**src/rtl/maxbw_ddr_frame_ctrl.sv**
```systemverilog
// DDR capture sequencer: hunts for a sync word, folds a programmed number of beats into an XOR checksum.
// Optional MAXBW_PERF_EN adds a saturating folded-beat counter readable on out_sel=3.
module maxbw_ddr_frame_ctrl #(
    parameter logic [15:0] SYNC_WORD = 16'hA55A,
    parameter int          LEN_W     = 8,
    parameter int          TIMEOUT   = 255
) (
    input  logic             clk,
    input  logic             rst,
    input  logic             en,
    input  logic             start,
    input  logic [15:0]      din_lo,
    input  logic [15:0]      din_hi,
    input  logic [LEN_W-1:0] frame_len,
    input  logic [1:0]       out_sel,
    output logic             busy,
    output logic             done,
    output logic             err,
    output logic [7:0]       csum,
    output logic [7:0]       out_data
);

    localparam int TMR_W = $clog2(TIMEOUT + 1);

    typedef enum logic [1:0] {
        IDLE    = 2'd0,
        HUNT    = 2'd1,
        CAPTURE = 2'd2,
        REPORT  = 2'd3
    } state_t;

    state_t           state, state_nxt;
    logic [LEN_W-1:0] len_q;
    logic [LEN_W-1:0] beat_cnt;
    logic [TMR_W-1:0] hunt_tmr;
    logic [7:0]       csum_q;
    logic             err_q;
    logic             arm, fold_en, hunt_miss, tmo;
    logic [7:0]       perf_byte;
    logic [7:0]       cnt8;
    logic [LEN_W+7:0] cnt_ext;

    function automatic logic [7:0] fold16(input logic [15:0] x);
        return x[15:8] ^ x[7:0];
    endfunction

    function automatic logic [7:0] beat_fold(input logic [15:0] lo, input logic [15:0] hi);
        return fold16(lo) ^ fold16(hi);
    endfunction

    always_ff @(posedge clk) begin
        if (rst) state <= IDLE;
        else     state <= state_nxt;
    end

    always_comb begin
        state_nxt = state;
        arm       = 1'b0;
        fold_en   = 1'b0;
        hunt_miss = 1'b0;
        tmo       = 1'b0;
        if (en) begin
            case (state)
                IDLE: begin
                    if (start) begin
                        arm       = 1'b1;
                        state_nxt = HUNT;
                    end
                end
                HUNT: begin
                    // The sync beat itself is a marker only and is never folded.
                    if (din_hi == SYNC_WORD) begin
                        state_nxt = (len_q == '0) ? REPORT : CAPTURE;
                    end else if (hunt_tmr == TMR_W'(TIMEOUT - 1)) begin
                        tmo       = 1'b1;
                        state_nxt = IDLE;
                    end else begin
                        hunt_miss = 1'b1;
                    end
                end
                CAPTURE: begin
                    fold_en = 1'b1;
                    if (beat_cnt == len_q - LEN_W'(1)) state_nxt = REPORT;
                end
                REPORT: state_nxt = IDLE;
                default: state_nxt = IDLE;
            endcase
        end
    end

    always_ff @(posedge clk) begin
        if (rst) begin
            len_q    <= '0;
            beat_cnt <= '0;
            hunt_tmr <= '0;
            csum_q   <= 8'h00;
            err_q    <= 1'b0;
        end else begin
            if (arm) begin
                len_q    <= frame_len;
                beat_cnt <= '0;
                hunt_tmr <= '0;
                csum_q   <= 8'h00;
                err_q    <= 1'b0;
            end
            if (hunt_miss) hunt_tmr <= hunt_tmr + TMR_W'(1);
            if (tmo)       err_q    <= 1'b1;
            if (fold_en) begin
                csum_q   <= csum_q ^ beat_fold(din_lo, din_hi);
                beat_cnt <= beat_cnt + LEN_W'(1);
            end
        end
    end

`ifdef MAXBW_PERF_EN
    logic [15:0] perf_cnt;

    always_ff @(posedge clk) begin
        if (rst)                                  perf_cnt <= 16'h0000;
        else if (fold_en && perf_cnt != 16'hFFFF) perf_cnt <= perf_cnt + 16'd1;
    end

    assign perf_byte = perf_cnt[7:0];
`else
    assign perf_byte = 8'h00;
`endif

    assign busy    = (state != IDLE);
    assign done    = (state == REPORT);
    assign err     = err_q;
    assign csum    = csum_q;
    assign cnt_ext = {8'h00, beat_cnt};
    assign cnt8    = cnt_ext[7:0];

    // Status byte register: one cycle behind out_sel and the sources it selects.
    always_ff @(posedge clk) begin
        if (rst) begin
            out_data <= 8'h00;
        end else begin
            case (out_sel)
                2'd0:    out_data <= csum_q;
                2'd1:    out_data <= cnt8;
                2'd2:    out_data <= {busy, done, err_q, state, 3'b000};
                default: out_data <= perf_byte;
            endcase
        end
    end

endmodule

```
**config.mk**
```make
export PLATFORM = sky130hd
export DESIGN_NAME = maxbw_ddr_frame_ctrl
export DESIGN_NICKNAME = d
export VERILOG_FILES = /design/src/rtl/maxbw_ddr_frame_ctrl.sv
export SDC_FILE = /design/constraint.sdc
export NUM_CORES = 1
export LEC_CHECK = 0
export CAP_MARGIN = 40
export CORE_UTILIZATION = 50
export CTS_CLUSTER_DIAMETER = 150
export DETAILED_ROUTE_END_ITERATION = 8
export PLACE_DENSITY = 0.78
export SKIP_CTS_REPAIR_TIMING = 1
export SYNTH_ARGS = -nofsm -noshare
export SYNTH_HDL_FRONTEND = slang
export SYNTH_SLANG_ARGS = --single-unit
```
**constraint.sdc**
```tcl
create_clock -name clk -period 3.25 [get_ports clk]
set_input_delay 0.8125 -clock clk [delete_from_list [all_inputs] [get_ports clk]]
set_output_delay 0.8125 -clock clk [all_outputs]
set_load 0.02 [all_outputs]
```
==> reports/results.tsv <==
metric	value	unit
first-pass GRT wire length	10.1	mm
Worst-path clk slew	0.08	ns
Tightest Pin Transition	0.519	ns
Worst EP arrival	1.65	ns
CP peak stage delay	0.61	ns
hold depth	2	
Max Used Layer	met4	
number of flops mapped to enable cells by yosys	0	
Leakage	0.00115	µW
met1 wire length	2.70	mm
Setup CP Type	reg -> out	
Slew Viols, Final	0	
reg2reg path depth	5	
post-route ant nets	0	
port bufs	64	
largest cells by area after synthesis	dfxtp_1 34%, xnor2_1 11%, a21oi_1 6.4%	
main combinational cell family by area after synthesis	simple AND/OR/NAND/NOR gates	
Filler cells	403	
Worst Path Buf+Inv	1	
Inserted Clock Buffers	5	
fraction of layout cells with a size suffix above 1	0.0693	
Initial Util	0.526	
synthesis-stage register bit count	43	
adder-cell share of the synthesized area	0.0200	
Post-Route Utilization	0.694	
FP Rows	25	
syn_nets	352	
multiplexer share of the synthesized area	0.0570	
Post-Synth XOR/XNOR Area	0.130	
pin count of the biggest net entering global routing	22	
WL final	5.98	mm
Die X	72.7	µm
Slew HR	0.653	
DP HPWL	4.55	mm
fin nets	411	
capture point of the worst reg-to-reg path	state[0]$_SDFFE_PP0P_	
largest area contributor in the netlist	dfxtp_1	
yosys warns	0	
chip height	72.7	µm
Layout Cells excl Fill	428	
die footprint	5290	µm²
Fin Clk Skew	0.00954	ns
Avg WL per Cell	14.0	µm
Crit Path Max Fanout	12	
Req. time, crit path	2.44	ns
initial antenna violation count	0	
Starting DRT DRC Count	115	
FF/Latch Area	861	µm²
Total Neg Setup Slack	0	ns
Syn Area/Cell	8.28	µm²
RSZ-0062 raised after global routing	false	
total gr overflow	0	
Vias/cell	5.36	
area share of the largest cell type after synthesis	0.344	
Critical Path Slowest Stage Cell	clkdlybuf4s50_1	
clk_lat worst skew	0.30	ns
Antenna diodes	0	
I/O pin cnt	65	
pwr dens	349	nW/µm²
Initial DRT Pass Iterations	4	
routability cong.	0.811	
HP Start	hunt_tmr[0]$_SDFFE_PP0P_	
Area growth, synth to finish	31.9	%
Final Hold Fails	0	
simple-gate share of the synthesized area	0.259	
CTS tree	built	
Hold EP	hunt_tmr[0]$_SDFFE_PP0P_	
post-synthesis compound-gate area fraction	0.152	
Hold WC Path Type	reg -> reg	
Synth Cell Area	2500	µm²
via count	2292	
max cap viols	0	
gr usage total	0.250	
flop2flop setup slack	1.34	ns
clk sinks	43	
Setup crit end kind	primary output	
top_reg_cell synth	dfxtp_1	
crit start category	register	
ys async rst share	0	
Multi-input gate area	1540	µm²
status	finished clean	
Root Driver	clkbuf_8	
number of setup violations in the final report	0	
drc violations	0	
maximum clock path buffer count	2	
RR Startpoint	len_q[0]$_SDFFE_PP0P_	
worst-path cell chain	or2_2, clkdlybuf4s50_1	
commonest non-fill, non-tap cells in the layout	64 x clkdlybuf4s50_1, 43 x dfxtp_1, 33 x nor2_1	
Synth cell types	48	
fin crit share	0.758	
Max Fclk	0.406	GHz
Routed met3 length	391	µm
vias in the first global route	2168	
placed insts	421	
Post-Synthesis Cells	302	
met2 wire length	2.77	mm
Tmin final	2.46	ns
Max VDD drop	0.000217	V
most common cell after layout, fill and taps aside	clkdlybuf4s50_1	
Seq/Total Area, Yosys	0.344	
Largest delay share family, worst path	buffers and inverters	
core area	4750	µm²
H-tree depth	2	
## flip-flops by register name, summed over array words and instances, names as in the netlist, named ones only
register / count
state: 1
out_data: 8
len_q: 8
csum: 8
err: 1
hunt_tmr: 8
beat_cnt: 8
## worst max path at each step
stage | start | to | slack (ns) | depth (start not counted)
2_1_floorplan | din_hi[7] | hunt_tmr[5]$_SDFFE_PP0P_ | 1.12 | 5
3_3_place_gp | din_hi[2] | hunt_tmr[5]$_SDFFE_PP0P_ | 0.75 | 7
3_5_place_dp | din_hi[7] | hunt_tmr[6]$_SDFFE_PP0P_ | 0.69 | 7
4_1_cts | register | busy | 0.78 | 2
5_1_grt | register | done | 0.71 | 2
6_report | register | busy | 0.79 | 2
## per-stage QoR
stage / setup slack [ns] / total power, µW / hold slack (ns) / area [µm²]
floorplan: 1.12 / 671 / 0.444 / 2500
detailed placement: 0.694 / 760 / 0.465 / 3200
finish: 0.788 / 1150 / 0.483 / 3300
CTS: 0.776 / 1160 / 0.478 / 3300
global route: 0.706 / 1200 / 0.516 / 3300
global placement: 0.753 / 754 / 0.463 / 3200
## Yosys cell counts, types with 3 or more instances
cell type / n
nand4_1: 4
inv_1: 6
or2_2: 3
and4bb_2: 4
and3_1: 3
xor2_1: 6
dfxtp_1: 43
or3_1: 9
nand2_1: 31
nor3_1: 8
mux2i_1: 12
o211ai_1: 9
ha_1: 4
nand3_1: 10
a21oi_1: 32
and4_1: 4
clkbuf_1: 13
xnor2_1: 31
nor2_1: 33
## area by class of cell
cell class / instances / area share
clock inverter: 1 / 0.00910
inverter: 6 / 0.00683
multi-input combinational: 235 / 0.468
sequential: 43 / 0.261
clock buffer: 6 / 0.0220
timing repair buffer: 70 / 0.208
tap: 67 / 0.0254
## cell families after synthesis
family / after synthesis
fa+ha+maj: 4
simple gates: 122
mux: 14
flops: 43
compound gates: 58
xor+xnor: 37
buf+inv: 24
## worst reg2reg max path: cells and delay by family, from the launching register on
| family | cells | cell delay [ns] |
|---|---|---|
| simple gates | 2 | 0.91 |
| compound gates | 2 | 0.44 |
| flops | 1 | 0.37 |
| xor+xnor | 1 | 0.14 |
## power breakdown
group          total (µW)  switching (µW)  internal, µW  leakage, µW
registers             543            10.2           533     0.000347
clock network         402             177           225    0.0000513
logic                 205            93.3           112     0.000751
## layer usage
layer	vias up	GRT usage
met5	-	0
met3	10	0.0594
met1	1029	0.329
met4	0	0.0915
met2	76	0.398
li1	1177	-
Note: power is estimated with default switching activity, not from simulation.
